--- config.mk ---
export PLATFORM = sky130hd
export DESIGN_NAME = ntt_stage_sequencer
export DESIGN_NICKNAME = d
export VERILOG_FILES = /design/src/rtl/ntt_stage_sequencer.sv
export SDC_FILE = /design/constraint.sdc
export NUM_CORES = 1
export LEC_CHECK = 0
export CORE_ASPECT_RATIO = 0.7
export CORE_MARGIN = 2
export CORE_UTILIZATION = 45
export CTS_CLUSTER_DIAMETER = 60
export CTS_CLUSTER_SIZE = 28
export DETAILED_ROUTE_END_ITERATION = 8
export GPL_TIMING_DRIVEN = 0
export HOLD_SLACK_MARGIN = 0.08
export PLACE_DENSITY = 0.77
export SLEW_MARGIN = 20
export SYNTH_ARGS = -nofsm -noshare
export SYNTH_HDL_FRONTEND = slang
export SYNTH_SLANG_ARGS = --single-unit
--- constraint.sdc ---
create_clock -name clk -period 5.1 [get_ports clk]
set_clock_uncertainty 0.15 [all_clocks]
set_input_delay 0.765 -clock clk [delete_from_list [all_inputs] [get_ports clk]]
set_output_delay 0.765 -clock clk [all_outputs]
set_load 0.05 [all_outputs]
--- src/rtl/ntt_stage_sequencer.sv ---
`default_nettype none
// +------------------------------------------------------------------+
// | ntt_stage_sequencer: issue/drain control for an in-place DIF NTT |
// | Revision: 1.0                                                    |
// +------------------------------------------------------------------+
module ntt_stage_sequencer #(
  parameter int N        = 256,
  parameter int LOGN     = 8,
  parameter int STAGE_W  = 4,
  parameter int PIPE_LAT = 4
) (
  input  logic                clk,
  input  logic                rst_n,
  input  logic                start,
  input  logic                inverse,
  input  logic                stall,
  output logic                busy,
  output logic                done,
  output logic                inv_out,
  output logic                bf_valid,
  output logic [LOGN-1:0]     addr_a,
  output logic [LOGN-1:0]     addr_b,
  output logic [LOGN-2:0]     tw_idx,
  output logic [STAGE_W-1:0]  stage,
  output logic                wb_valid,
  output logic [LOGN-1:0]     wb_addr_a,
  output logic [LOGN-1:0]     wb_addr_b
);

  localparam int              DW       = $clog2(PIPE_LAT) + 1;
  localparam logic [LOGN-2:0] J_LAST   = '1;
  localparam logic [LOGN-2:0] K_ALL    = '1;
  localparam logic [LOGN-1:0] ONE      = LOGN'(1);

  typedef enum logic [1:0] {
    S_IDLE  = 2'd0,
    S_RUN   = 2'd1,
    S_DRAIN = 2'd2,
    S_DONE  = 2'd3
  } state_t;

  state_t               state_q, state_d;
  logic [STAGE_W-1:0]   stage_q, stage_d;
  logic [LOGN-2:0]      j_q, j_d;
  logic [DW-1:0]        drain_q, drain_d;
  logic                 inv_q, inv_d;
  logic [LOGN-1:0]      addr_a_q, addr_a_d;
  logic [LOGN-1:0]      addr_b_q, addr_b_d;
  logic [LOGN-2:0]      tw_q, tw_d;

  logic [PIPE_LAT-1:0]  wb_v_q, wb_v_d;
  logic [LOGN-1:0]      wb_a_q [PIPE_LAT];
  logic [LOGN-1:0]      wb_a_d [PIPE_LAT];
  logic [LOGN-1:0]      wb_b_q [PIPE_LAT];
  logic [LOGN-1:0]      wb_b_d [PIPE_LAT];

  logic [LOGN-2:0]      k_mask;
  logic [LOGN-2:0]      k_w;
  logic [LOGN-2:0]      hi_w;
  logic [LOGN-1:0]      span_w;
  logic [LOGN-1:0]      addr_a_w;
  logic [LOGN-1:0]      addr_b_w;
  logic [LOGN-2:0]      tw_w;

  // k_mask = span-1; bits above it select the group, which is spread by one bit.
  always_comb begin
    k_mask   = K_ALL >> stage_q;
    k_w      = j_q & k_mask;
    hi_w     = j_q & ~k_mask;
    span_w   = {1'b0, k_mask} + ONE;
    addr_a_w = {hi_w, 1'b0} | {1'b0, k_w};
    addr_b_w = addr_a_w | span_w;
    tw_w     = k_w << stage_q;
  end

  always_comb begin
    state_d  = state_q;
    stage_d  = stage_q;
    j_d      = j_q;
    drain_d  = drain_q;
    inv_d    = inv_q;
    bf_valid = 1'b0;
    busy     = 1'b0;
    done     = 1'b0;
    case (state_q)
      S_IDLE: begin
        if (start) begin
          state_d = S_RUN;
          stage_d = '0;
          j_d     = '0;
          drain_d = '0;
          inv_d   = inverse;
        end
      end
      S_RUN: begin
        busy = 1'b1;
        if (!stall) begin
          bf_valid = 1'b1;
          j_d      = j_q + 1'b1;
          if (j_q == J_LAST) begin
            state_d = S_DRAIN;
            drain_d = '0;
          end
        end
      end
      S_DRAIN: begin
        busy    = 1'b1;
        drain_d = drain_q + 1'b1;
        if (drain_q == DW'(PIPE_LAT - 1)) begin
          drain_d = '0;
          if (stage_q == STAGE_W'(LOGN - 1)) begin
            state_d = S_DONE;
          end else begin
            state_d = S_RUN;
            stage_d = stage_q + 1'b1;
            j_d     = '0;
          end
        end
      end
      S_DONE: begin
        done    = 1'b1;
        state_d = S_IDLE;
      end
      default: state_d = S_IDLE;
    endcase
  end

  // Idle cycles keep presenting the last issued beat.
  always_comb begin
    addr_a_d = bf_valid ? addr_a_w : addr_a_q;
    addr_b_d = bf_valid ? addr_b_w : addr_b_q;
    tw_d     = bf_valid ? tw_w     : tw_q;
  end

  always_comb begin
    wb_v_d[0] = bf_valid;
    wb_a_d[0] = addr_a_d;
    wb_b_d[0] = addr_b_d;
    for (int i = 1; i < PIPE_LAT; i++) begin
      wb_v_d[i] = wb_v_q[i-1];
      wb_a_d[i] = wb_a_q[i-1];
      wb_b_d[i] = wb_b_q[i-1];
    end
  end

  always_ff @(posedge clk or negedge rst_n) begin
    if (!rst_n) begin
      state_q  <= S_IDLE;
      stage_q  <= '0;
      j_q      <= '0;
      drain_q  <= '0;
      inv_q    <= 1'b0;
      addr_a_q <= '0;
      addr_b_q <= '0;
      tw_q     <= '0;
      wb_v_q   <= '0;
      for (int i = 0; i < PIPE_LAT; i++) begin
        wb_a_q[i] <= '0;
        wb_b_q[i] <= '0;
      end
    end else begin
      state_q  <= state_d;
      stage_q  <= stage_d;
      j_q      <= j_d;
      drain_q  <= drain_d;
      inv_q    <= inv_d;
      addr_a_q <= addr_a_d;
      addr_b_q <= addr_b_d;
      tw_q     <= tw_d;
      wb_v_q   <= wb_v_d;
      for (int i = 0; i < PIPE_LAT; i++) begin
        wb_a_q[i] <= wb_a_d[i];
        wb_b_q[i] <= wb_b_d[i];
      end
    end
  end

  assign addr_a    = addr_a_d;
  assign addr_b    = addr_b_d;
  assign tw_idx    = tw_d;
  assign stage     = stage_q;
  assign inv_out   = inv_q;
  assign wb_valid  = wb_v_q[PIPE_LAT-1];
  assign wb_addr_a = wb_a_q[PIPE_LAT-1];
  assign wb_addr_b = wb_b_q[PIPE_LAT-1];

endmodule
`default_nettype wire

After elaboration in Yosys (flattened, before gate mapping)
Cells that the tools add are included.
{"block": "totals", "wordCells": 73, "latch_bits": 0, "register_bits": 92, "ram_bits": 0, "mem_bits_ro": 0, "in_bits": 5, "n_memories": 0, "out_inout_bits": 48}
{"block": "classes", "mul": 0, "eq_ne": 11, "shifts": 2, "muxes": 27, "order_cmp": 0, "add_sub_neg": 4, "n_bitwise": 5, "div_mod_pow": 0, "reduce_logical": 9}
{"op": "$mux 7", "count": 5}
{"op": "$pmux 7 s3", "count": 1}
{"op": "$mux 8", "count": 2}
{"op": "$and 7x7->7", "count": 2}
{"op": "$mux 3", "count": 4}
{"op": "$mux 4", "count": 3}
{"op": "$reduce_and 4->1", "count": 3}
{"op": "$mux 2", "count": 5}
{"op": "$ne 2x2->1 const B", "count": 5}
{"op": "$pmux 3 s3", "count": 1}
{"op": "$add 7x1->8 const B", "count": 1}
{"op": "$or 8x7->8", "count": 1}
{"op": "$or 8x8->8", "count": 1}
{"op": "$pmux 2 s4", "count": 1}
{"op": "$pmux 4 s2", "count": 1}
{"op": "$add 7x1->7 const B", "count": 1}
{"op": "$eq 7x7->1 const B", "count": 1}
{"op": "$not 7->7", "count": 1}
{"op": "$shl 7x4->7", "count": 1}
{"op": "$shr 7x4->7 const A", "count": 1}
{"op": "$reduce_and 5->1", "count": 1}
{"op": "$add 4x1->4 const B", "count": 1}
{"op": "$eq 2x2->1 const B", "count": 2}
{"op": "$eq 4x3->1 const B", "count": 1}
{"op": "9 further kinds", "count": 12}

Depth between registers and ports, before layout
{"block": "logic_depth", "depth_word": 6, "depth_mapped": 10, "ltp_nobuf": 9}

Least setup slack after synthesis
No wires, ideal clock.
{"block": "synth_path", "kind": "reg2out", "startpoint": "reg stage_q[1], in the netlist stage[1]", "endpoint": "out tw_idx[2]", "required_ns": 4.185, "path_stages_with_launch": 8, "arrival_time_ns": 3.036, "slack_ns": 1.149, "path_cell_list": "dfrtp_1 ha_1 ha_1 or2_2 inv_1 and3_2 a22oi_1 o31ai_1"}
{"block": "synth_via", "elab_chain_cells": 4}
{"element": "start, declared", "line": "43", "text": "logic [STAGE_W-1:0] stage_q, stage_d;"}
{"element": "start signal, assigned", "line": "163", "text": "stage_q <= stage_d;"}
{"element": "$shr 7x4->7", "line": "67", "text": "k_mask = K_ALL >> stage_q;"}
{"element": "$and 7x7->7", "line": "68", "text": "k_w = j_q & k_mask;"}
{"element": "$shl 7x4->7 *", "line": "73", "text": "tw_w = k_w << stage_q;"}
{"element": "$mux 7 *", "line": "132", "text": "tw_d = bf_valid ? tw_w : tw_q;"}
{"element": "end, declared", "line": "23", "text": "output logic [LOGN-2:0] tw_idx,"}
Every way passes the cells marked *; elsewhere a longest branch is shown, timed or not.

==> run_results.csv <==
group,metric,value,unit
timing,setup-tns-final,0,ps
yosys,yosysSeqAreaShare,61.09,%
routing,remaining_drc_errors,0,
worst_setup_path,r2r_setup_slack,2590,ps
worst_setup_path,critical_path_class,"reg2out",
floorplanning,placeableCoreArea,8006,sq um
routing,via_count,2591,
cells_and_area,n_fill_cell,670,
routing,detail_route.wirelength,7412,um
cells_and_area,final_nets,395,
timing,worstMarginPinSlew,573.5,ps
worst_setup_path,setup.worst_path.end,"addr_b[6]",
global_routing,grt_antenna_before_repair,0,
placed_design,dp_hpwl,5290,um
cells_and_area,drive_gt1_share,14.84,%
floorplanning,ioPinCount,53,
power,power.density,752.5,nW/um^2
yosys,ys.flop_type,"dfrtp_1",
yosys,ys_seq_elements,92,
global_routing,grt_first_pass_wirelength,12300,um
worst_setup_path,rr_startpoint,"stage[0]",
global_routing,grt_max_degree,48,
routing,wl_per_cell,15.28,um
cts,cts_resized,0,
routing,dr.pass1.iters,4,
worst_setup_path,cp-startpoint,"stage[0]",
yosys,synth.distinct_cells,53,
global_routing,use_met3,3.849,%
timing,fin_crit_sh,87.13,%
yosys,netlist_area,3769,sq um
floorplanning,initial_core_util,47.07,%
floorplanning,die_area,9134,sq um
yosys,postSynthCellCount,315,
outcome,outcome,"finished clean",
routing,viasPerCell,5.342,
worst_setup_path,critPathLaunchType,"flip-flop",
placed_design,pre_cts_ws,680.0,ps
floorplanning,fp-row-count,27,
worst_setup_path,r2r_end,"wb_b_d[22]",
global_routing,top_usage_layer,"met2",
placed_design,port_buffers,52,
timing,drv_slew,0,
timing,fmax,0.2250,GHz
power,p_total,0.003579,W
cts,hold_buffers,0,
yosys,ys.warnings.count,0,
cts,cts.sinks,92,
routing,postRouteAntennaNets,0,
timing,setup_viol_count_final,0,
cells_and_area,antenna_cells,0,
yosys,synth_edf_count,0,
worst_setup_path,endpoint_kind,"output port",
cts,clockBufferDepth,2,
power,ir_worst_vdd,0.3531,mV
flow_run,drv_cap,0,
worst_hold_path,hp-class,"reg2reg",
cts,cts.root.buffer_cell,"clkbuf_16",
timing,relSlewSlack,61.76,%
floorplanning,die-width,113.4,um
floorplanning,die_h,80.57,um
timing,rsz0062_at_grt,"no",
timing,holdWs,197.0,ps
cts,cts_tree,"built",
cts,clk_pin_slew_worst_paths,70,ps
timing,fin_crit,4444,ps
yosys,postSynthAreaPerCell,11.96,sq um
cells_and_area,stdcell_count,485,
placed_design,routabilityCongestion,1.016,
yosys,syn-num-nets,331,
placed_design,dp.cells,469,
timing,timing_hold_violations_final,0,
routing,first_iter_violations,285,
global_routing,grt_usage,17.46,%
cells_and_area,synthToLayoutAreaGrowth,26.20,%
global_routing,grt_pass1_vias,2540,
yosys,ys_async_sr_fraction,100.0,%
timing,timing.final.ws_setup,656.5,ps
global_routing,grt_remaining_overflow,0,
global_routing,grtUsageMet2,27.84,%
worst_setup_path,arrival,3530,ps
global_routing,grt_use_met1,23.48,%
worst_setup_path,path_max_fanout,5,
worst_setup_path,critPathRequiredTime,4180,ps
worst_setup_path,r2r_cells,9,
power,p_leak,2.128,nW
cts,post_cts_buffers,0,
cts,numCtsBuffers,9,
cts,h-tree-depth,3,
cts,worst_skew_pair.late_latency,340,ps
where the power goes:
| group | switching (W) | total, W | internal [W] |
|---|---|---|---|
| Sequential | 0.000123 | 0.00113 | 0.00101 |
| Clock | 0.000296 | 0.000687 | 0.000391 |
| Combinational | 0.00113 | 0.00176 | 0.000628 |
synth_stat cells, types with 3 or more instances:
| cell | n | share of area [%] |
|---|---|---|
| nand2b_1 | 6 | 1.0 |
| ha_1 | 11 | 3.7 |
| o21ai_0 | 15 | 2.0 |
| mux2i_1 | 3 | 0.80 |
| nor3_1 | 3 | 0.40 |
| buf_2 | 6 | 0.80 |
| buf_4 | 17 | 3.4 |
| dfrtp_1 | 92 | 61 |
| o211ai_1 | 4 | 0.80 |
| nand3b_1 | 3 | 0.60 |
| a31oi_1 | 5 | 0.83 |
| o31ai_1 | 3 | 0.60 |
| o21a_1 | 3 | 0.60 |
| a32o_1 | 4 | 1.1 |
| clkbuf_1 | 6 | 0.60 |
| inv_1 | 10 | 1.0 |
| a22oi_1 | 4 | 0.80 |
| nor2_1 | 21 | 2.1 |
| nand3_1 | 14 | 1.9 |
| mux2_2 | 3 | 0.90 |
| and3_1 | 3 | 0.50 |
| nor2b_1 | 6 | 1.0 |
| a21oi_1 | 7 | 0.93 |
| xnor2_1 | 4 | 0.93 |
| nand2_1 | 29 | 2.9 |
per-stage QoR:
step / utilization (%) / cell area (sq um)
final: 59.40 / 4756
after global routing: 59.40 / 4756
after CTS: 59.40 / 4756
after detailed placement: 55.46 / 4441
after global placement: 55.15 / 4415
after floorplan: - / 3769
sequential cells by signal, indices dropped and copies added, names as in the netlist, 4 cells and up:
register	count
wb_b_d	24
wb_a_d	24
stage	4
wb_addr_a	8
j_q	7
tw_q	7
wb_v_q	4
wb_addr_b	8
worst max-delay path, cell delays in order, from the launching register on:
cell,delay [ps]
dfrtp_1,440
ha_1,250
ha_1,260
or2_2,320
inv_1,130
ha_1,230
nand3b_1,110
xnor2_1,140
nand2_1,70
a31oi_1,300
buf_4,160
clkdlybuf4s50_1,790
layer usage:
layer,wire [um],part of all wire (%)
met1,3326,45
met2,3561,48
met3,443,6.0
met4,80,1.1
met5,0,0
worst min path at each step:
stage | start | slack [ps] | cells after the start | to
floorplan | wb_a_d[8] | 180 | 0 | wb_a_d[0]
global placement | wb_a_d[5] | 180 | 0 | wb_addr_a[5]
detailed placement | wb_a_d[0] | 180 | 0 | wb_addr_a[0]
CTS | wb_b_d[6] | 190 | 0 | wb_addr_b[6]
global route | wb_b_d[13] | 200 | 0 | wb_b_d[5]
finish | wb_b_d[10] | 200 | 0 | wb_b_d[2]
layout make-up:
type | count | area (sq um) | share of cell area, %
plain buffers | 29 | 180.2 | 3.788
clock buffers | 9 | 225.2 | 4.736
clock inverters | 7 | 90.09 | 1.894
inverters | 11 | 41.29 | 0.8682
multi-input cells | 183 | 1245 | 26.18
flip-flops and latches | 92 | 2302 | 48.41
well taps | 101 | 126.4 | 2.657
repair buffers | 53 | 545.5 | 11.47
logic make-up after synthesis:
family	Yosys count	share of synthesized area [%]
fa+ha+maj	11	3.652
compound gates	61	12.48
flops	92	61.09
xor+xnor	4	0.9295
mux	8	2.490
simple gates	99	13.48
buf+inv	40	5.876
cell usage in the layout, fill, tap and decap left out, drive strengths merged, types with 3 or more instances in the layout:
master,netlist,final
a32o,4,4
a31oi,5,5
nand3b,3,3
nand2,30,30
clkdlybuf4s50,0,51
buf,23,25
o21a,3,3
nand2b,6,6
xnor2,4,4
a22oi,4,4
dfrtp,92,92
nor2b,6,6
o211ai,4,4
and3,4,4
clkbuf,6,15
mux2i,3,3
nand3,15,15
a21oi,8,8
nor2,21,21
mux2,5,5
inv,10,13
o31ai,3,3
ha,11,11
nor3,3,3
o21ai,15,15
Power figures use the tool's default switching activity.
